## config.mk

```make
export PLATFORM = sky130hd
export DESIGN_NAME = pc_sequencer
export DESIGN_NICKNAME = d
export VERILOG_FILES = /design/src/rtl/pc_pkg.sv /design/src/rtl/pc_next_sel.sv /design/src/rtl/pc_sequencer.sv
export SDC_FILE = /design/constraint.sdc
export NUM_CORES = 1
export LEC_CHECK = 0
export CAP_MARGIN = 40
export CORE_UTILIZATION = 50
export DETAILED_ROUTE_END_ITERATION = 10
export PLACE_DENSITY = 0.88
export SLEW_MARGIN = 20
export SYNTH_ARGS = -nofsm -noshare
export SYNTH_HDL_FRONTEND = slang
export SYNTH_SLANG_ARGS = --single-unit
```

## constraint.sdc

```tcl
create_clock -name clk -period 8.2 [get_ports clk]
set_clock_uncertainty 0.1 [all_clocks]
set_input_delay 1.64 -clock clk [delete_from_list [all_inputs] [get_ports clk]]
set_output_delay 1.64 -clock clk [all_outputs]
set_load 0.01 [all_outputs]
```

## src/rtl/pc_pkg.sv

```systemverilog
// pc_pkg: shared types and default vectors for the program-counter sequencer.
package pc_pkg;
  typedef enum logic [1:0] {BOOT, RUN, HOLD} state_t;
  typedef enum logic [2:0] {SEL_EXC, SEL_ERET, SEL_JR, SEL_J, SEL_BR, SEL_SEQ} sel_t;
  localparam logic [31:0] DEF_RESET_VECTOR = 32'h0040_0000;
  localparam logic [31:0] DEF_EXC_VECTOR   = 32'h8000_0180;
endpackage

```

## src/rtl/pc_next_sel.sv

```systemverilog
// pc_next_sel: prioritised next-PC select with target arithmetic and misalignment trap.
module pc_next_sel
  import pc_pkg::*;
#(
  parameter int XLEN = 32,
  parameter logic [XLEN-1:0] EXC_VECTOR = DEF_EXC_VECTOR,
  parameter int ALIGN_BITS = 2
) (
  input  logic            eff_exc,
  input  logic            eret,
  input  logic            jr,
  input  logic            jump,
  input  logic            br_taken,
  input  logic [25:0]     instr_idx,
  input  logic [XLEN-1:0] ext,
  input  logic [XLEN-1:0] r1,
  input  logic [XLEN-1:0] epc,
  input  logic [XLEN-1:0] pc_plus4,
  output logic [XLEN-1:0] next_pc,
  output logic [XLEN-1:0] target,
  output logic            misaligned
);
  sel_t sel;
  logic [XLEN-1:0] raw;
  always_comb begin
    sel = eff_exc ? SEL_EXC : eret ? SEL_ERET : jr ? SEL_JR : jump ? SEL_J : br_taken ? SEL_BR : SEL_SEQ;
    target = (sel == SEL_ERET) ? epc : r1;
    // only register-sourced targets can be misaligned; immediates are word-scaled
    misaligned = (sel == SEL_ERET || sel == SEL_JR) && |target[ALIGN_BITS-1:0];
    raw = (sel == SEL_EXC) ? EXC_VECTOR :
          (sel == SEL_ERET || sel == SEL_JR) ? target :
          (sel == SEL_J) ? {pc_plus4[XLEN-1:28], instr_idx, 2'b00} :
          (sel == SEL_BR) ? pc_plus4 + (ext << 2) : pc_plus4;
    next_pc = misaligned ? EXC_VECTOR : raw;
  end
endmodule

```

## src/rtl/pc_sequencer.sv

```systemverilog
// pc_sequencer: fetch PC register with valid/ready handshake, sticky exception and fetch counter.
module pc_sequencer
  import pc_pkg::*;
#(
  parameter int XLEN = 32,
  parameter logic [XLEN-1:0] RESET_VECTOR = DEF_RESET_VECTOR,
  parameter logic [XLEN-1:0] EXC_VECTOR = DEF_EXC_VECTOR,
  parameter int ALIGN_BITS = 2,
  parameter int CNT_W = 32
) (
  input  logic             clk,
  input  logic             rst_n,
  output logic             fetch_valid,
  input  logic             fetch_ready,
  input  logic             stall,
  input  logic             HasExp,
  input  logic             IsEret,
  input  logic             IsCOP0,
  input  logic             IsJR,
  input  logic             Jump,
  input  logic             Branch,
  input  logic             BneOrBeq,
  input  logic             Equal,
  input  logic [XLEN-1:0]  Instr,
  input  logic [XLEN-1:0]  ExtendInst,
  input  logic [XLEN-1:0]  RegfileR1,
  input  logic [XLEN-1:0]  EPC,
  output logic [XLEN-1:0]  PCOut,
  output logic [XLEN-1:0]  PCPlus4,
  output logic             AddrExc,
  output logic [XLEN-1:0]  BadVAddr,
  output logic [XLEN-1:0]  ExcPC,
  output logic             Holding,
  output logic [CNT_W-1:0] FetchCount
);
  state_t state;
  logic exc_pending, eff_exc, fire, misaligned;
  logic [XLEN-1:0] next_pc, target;
  logic unused_instr_hi;
  assign unused_instr_hi = ^Instr[XLEN-1:26];
  assign fetch_valid = state != BOOT;
  assign Holding = state == HOLD;
  assign PCPlus4 = PCOut + XLEN'(4);
  assign fire = fetch_valid & fetch_ready & ~stall;
  assign eff_exc = HasExp | exc_pending;
  pc_next_sel #(.XLEN(XLEN), .EXC_VECTOR(EXC_VECTOR), .ALIGN_BITS(ALIGN_BITS)) u_sel (
    .eff_exc(eff_exc), .eret(IsEret & IsCOP0), .jr(IsJR), .jump(Jump),
    .br_taken(Branch & (BneOrBeq == Equal)), .instr_idx(Instr[25:0]), .ext(ExtendInst),
    .r1(RegfileR1), .epc(EPC), .pc_plus4(PCPlus4), .next_pc(next_pc),
    .target(target), .misaligned(misaligned)
  );
  always_ff @(posedge clk or negedge rst_n) begin
    if (!rst_n) begin
      state <= BOOT;
      PCOut <= RESET_VECTOR;
      AddrExc <= 1'b0;
      BadVAddr <= '0;
      ExcPC <= '0;
      FetchCount <= '0;
      exc_pending <= 1'b0;
    end else begin
      state <= (state == BOOT || fire) ? RUN : HOLD;
      AddrExc <= fire & misaligned;
      // a short HasExp pulse must survive until the held fetch finally fires
      exc_pending <= fire ? 1'b0 : exc_pending | HasExp;
      if (fire) begin
        PCOut <= next_pc;
        FetchCount <= FetchCount + CNT_W'(1);
        if (eff_exc | misaligned) ExcPC <= PCOut;
        if (misaligned) BadVAddr <= target;
      end
    end
  end
endmodule

```

After elaboration in Yosys (flattened, before gate mapping)
Index checks and enable logic that the tools add are counted.

word-level totals
  register bits after elaboration = 132
  logic and storage cells = 46

cells by class
  add/sub/neg operators = 3
  equality and inequality tests = 6
  mux-type cells = 13
  bitwise logic cells = 8
  reductions and logical operators = 9

operators with widths
  kind                   number
  $mux 32                6
  $add 32x1->32 const B  1
  $add 32x3->32 const B  1
  $add 32x32->32         1
  $mux 3                 4
  $eq 3x2->1 const B     2
  $and 1x1->1            5
  $reduce_and 2->1       2
  $eq 3x1->1 const B     1
  $eq 3x3->1 const B     1
  $logic_not 3->1        1
  $eq 2x2->1 const B     1
  $logic_not 2->1        1
  $logic_or 1x1->1       2
  $mux 1                 2
  $mux 2                 1
  $or 1x1->1             2
  $reduce_bool 2->1      1
  $reduce_or 2->1        1
  $eq 1x1->1             1
  $logic_and 1x1->1      1
  $not 1->1              1

Logic depth before layout (Yosys ltp)
  depth after elaboration = 13
  gate-level depth with buffers = 16
  gate-level depth less buffers = 14

Hierarchy
Synthesis repeated with hierarchy kept, for this count alone.

second synthesis, totals
  cell total of the unflattened synthesis = 840
  area, all modules = 8588.2 sq um

modules (own cells, without submodules)
  module        instances  cells each  area an instance (sq um)
  pc_sequencer  1          441         5805.6
  pc_next_sel   1          399         2782.7

Least setup slack after synthesis
Ideal clock, no wire load.

  path type = input port to flip-flop
  start point = input port ExtendInst[0]
  end point = register PCOut[30]
  arrival time = 3.972 ns
  slack = 4.002 ns
  stages = 11
  path through = ha_1 > inv_1 > fa_1 > nand2b_1 > a21oi_1 > o2111ai_1 > a31oi_1 > a21oi_1 > o41ai_1 > mux2i_1 > a221o_1

on the way
  cells in the longest elaborated chain, start to end = 6

RTL lines
  what                  RTL line            text
  start, declared       pc_sequencer.sv:25  input logic [XLEN-1:0] ExtendInst,
  $add 32x32->32        pc_next_sel.sv:33   (sel == SEL_BR) ? pc_plus4 + (ext << 2) : pc_plus4;
  $mux 32               pc_next_sel.sv:33
  $mux 32               pc_next_sel.sv:32   (sel == SEL_J) ? {pc_plus4[XLEN-1:28], instr_idx, 2'b00} :
  $mux 32               pc_next_sel.sv:31   (sel == SEL_ERET || sel == SEL_JR) ? target :
  $mux 32               pc_next_sel.sv:30   raw = (sel == SEL_EXC) ? EXC_VECTOR :
  $mux 32               pc_next_sel.sv:34   next_pc = misaligned ? EXC_VECTOR : raw;
  end signal, assigned  pc_sequencer.sv:67  PCOut <= next_pc;
  end, declared         pc_sequencer.sv:28  output logic [XLEN-1:0] PCOut,

Every way passes these cells.
A chain may end at the register's enable or synchronous reset.

Final worst setup path
  start point = register PCOut[13]
  end point = output port PCPlus4[20]

on the way
  cells in the longest elaborated chain, start to end = 1

RTL lines
  what           RTL line            text
  $add 32x3->32  pc_sequencer.sv:43  assign PCPlus4 = PCOut + XLEN'(4);
  end, declared  pc_sequencer.sv:29  output logic [XLEN-1:0] PCPlus4,

Every way passes these cells.

==> summary.txt <==
Worst Path Arrival -> 3.36 ns
Worst r2r path cells -> 14
Post-DP HPWL -> 22.7 mm
Met2 global-route usage -> 57.7%
CTS buffer count -> 17
Initial antenna violation count -> 0
Worst relative slew slack -> 42.3%
Pwr Total -> 2.25 mW
Vias in the first global route -> 8392
Status -> finished, final reports clean
Most used DFF post-synth -> dfrtp_1
Setup violations, final -> 0
Placed Cells -> 1384
Clock tree buffer depth -> 2
Setup Buffers After CTS -> 0
CTS tree -> yes
Storage cell area -> 3300 µm²
Fin crit share -> 62.2%
Capturing point of the worst reg2reg path -> PCOut[27]
Rows -> 47
CTS clk-pin slew, worst paths -> 0.06 ns
TNS Setup -> 0 ns
Final nets -> 1363
I/O pin cnt -> 303
Max-slew violations -> 0
Ys async rst share -> 100%
Worst Hold Endpoint -> FetchCount[31]
Gr usage total -> 34.7%
Power Dens Cells -> 183 nW/µm²
Pin count of the biggest net entering global routing -> 56
ANT nets after route -> 0
Routed len/inst -> 21.2 µm
Most Frequent Cell on Critical Path -> and3_1
Clk sinks -> 132
DIE WIDTH -> 133 µm
Synth-to-layout area growth -> 44.5%
RSZ-0062 raised after global routing -> no
CP max FO -> 7
M3 GR Usage -> 6.74%
Cells after synthesis -> 907
Die Height -> 133 µm
WS Path Type -> reg -> out
Slowest stage delay, CP -> 0.63 ns
F_max -> 196 MHz
Most Crowded Layer GR -> met2
Post-CTS Resized -> 0
R2r startpoint -> PCOut[13]
Met1 Use GR -> 45.1%
Port bufs -> 294
Footprint of the multi-input gates -> 4950 µm²
Worst-margin pin slew -> 0.866 ns
Max IR drop VDD -> 0.123 mV
Number of enable flip-flop cells after synthesis -> 0
Crit-path slowest cell -> nor4b_2
Drc violations -> 0
Hold Crit Start -> FetchCount[31]
Synth warn -> 0
Reg2reg setup slack -> 3.15 ns
Final hold slack -> 0.377 ns
Vias post-DR -> 8539
Post-layout min period -> 5.10 ns
Required @ worst endpoint -> 6.46 ns
Worst setup SP type -> flip-flop
Setup crit end kind -> output pin
Core Box Area -> 16600 µm²
Hold Path Class -> reg -> reg
Diode count -> 0
Netlist cell types -> 70
CTS Hold Buffers Added -> 0
Worst skew pair latency -> 0.42 ns
Fillers -> 1186
H-tree depth reported by CTS -> 4
Syn Area/Cell -> 9.39 µm²
Worst hold stages -> 1
DR pass1 iterations -> 5
Leak -> 5.29 nW
Global placer's final weighted congestion -> 0.974
Initial Util -> 51.4%
Final Hold Viols -> 0
Critical path cell sequence -> and3_1 -> and3_1 -> nor4b_2 -> nand4_1 -> xnor2_1 -> clkdlybuf4s50_1
Syn_nets -> 1085
Max-capacitance violation count -> 0
Root buffer cell -> clkbuf_16
Routed WL -> 30.1 mm
Non-Filler Instances -> 1418
Global-route wire length before repair -> 47.1 mm
Die footprint -> 17600 µm²
Initial drt markers -> 825
Avg Vias per Cell -> 6.02
Grt ovf -> 0
Layout cell share with drive strength beyond 1 -> 7.60%
Sequential area share after synthesis -> 38.8%
Synthesized area -> 8520 µm²
FF+latch count, synth -> 132
cell usage after synthesis (all sizes together) (6+ instances only):
cell type	count	area share, %
ha	37	5.4
and2	7	0.51
mux2i	34	4.0
xnor2	48	4.9
nor2	51	2.2
nand3	32	2.1
o21ai	65	3.8
and4	6	0.62
a221oi	10	1.0
o31ai	7	0.62
nand2	98	4.3
o211ai	16	1.4
xor2	29	3.0
o21a	10	0.88
clkbuf	34	1.5
buf	13	0.78
mux2	36	4.8
dfrtp	131	38
nor3	11	0.65
a22o	12	1.2
a221o	9	1.1
a211oi	10	0.88
a21oi	51	3.0
nand4	15	1.3
a211o	7	0.72
inv	22	0.97
a21o	18	1.6
and3	20	1.5
logic make-up after synthesis:
group           count (synthesis)  synth area share [%]
compound gates                253                  20.0
xor+xnor                       77                  7.92
fa+ha+maj                      38                  5.67
buf+inv                        70                  3.29
flops                         132                  38.8
mux                            70                  8.75
simple gates                  267                  15.6
worst max-delay path by stage:
stage / to / start / cells after the start
after floorplan: PCOut[30] / ExtendInst[0] / 11
after global placement: BadVAddr[28] / HasExp / 6
after detailed placement: ExcPC[25] / HasExp / 8
after CTS: PCPlus4[20] / PCOut[13] / 6
after global routing: PCOut[27] / PCOut[2] / 14
final: PCPlus4[20] / PCOut[13] / 6
area by class of cell:
class | count | area share [%]
clock buffer | 18 | 3.57
clock inverter | 14 | 1.42
timing repair buffer | 306 | 25.0
sequential | 132 | 26.8
inverter | 23 | 0.701
tap | 220 | 2.24
multi-input combinational | 705 | 40.3
per-stage QoR:
| step | util, % | worst slack [ns] | area (µm²) |
|---|---|---|---|
| final | 74.2 | 3.10 | 12300 |
| after global placement | 70.1 | 2.77 | 11600 |
| after detailed placement | 70.3 | 2.84 | 11700 |
| after floorplan | - | 4.00 | 8520 |
| after global routing | 74.2 | 2.90 | 12300 |
| after CTS | 74.0 | 3.13 | 12300 |
per-layer routing:
metal	wire [µm]	vias up
met5	0	-
met4	880	0
met3	2400	75
met2	14500	461
met1	12400	4106
li1	-	3897
cells in the final DEF, fill, tap and decap left out, drive strengths merged, types with 15 or more instances in the layout:
cell type,instances
clkdlybuf4s50,293
dfrtp,131
nand2,98
o21ai,65
a21oi,51
nor2,51
xnor2,48
ha,37
mux2,36
mux2i,34
nand3,32
xor2,29
inv,26
and3,20
clkbuf,19
a21o,18
o211ai,16
nand4,15
worst max-delay path, delay by kind of cell, from the launching register on:
| kind | cells | cell delay [ns] |
|---|---|---|
| DFF | 1 | 0.50 |
| xor gates and xnor gates | 1 | 0.38 |
| buffers and inverters | 1 | 0.62 |
| and+or+nand+nor | 4 | 1.46 |
flip-flops by register name, summed over array words and instances (netlist names):
register	count
AddrExc	1
FetchCount	32
state	2
ExcPC	32
BadVAddr	32
PCOut	32
exc_pending	1
power breakdown:
part | switching [mW] | total, mW | internal [mW]
Combinational | 0.308 | 0.648 | 0.340
Sequential | 0.0763 | 0.809 | 0.732
Clock | 0.308 | 0.798 | 0.490
Total | 0.693 | 2.25 | 1.56
Note: power is estimated with default switching activity, not from simulation.
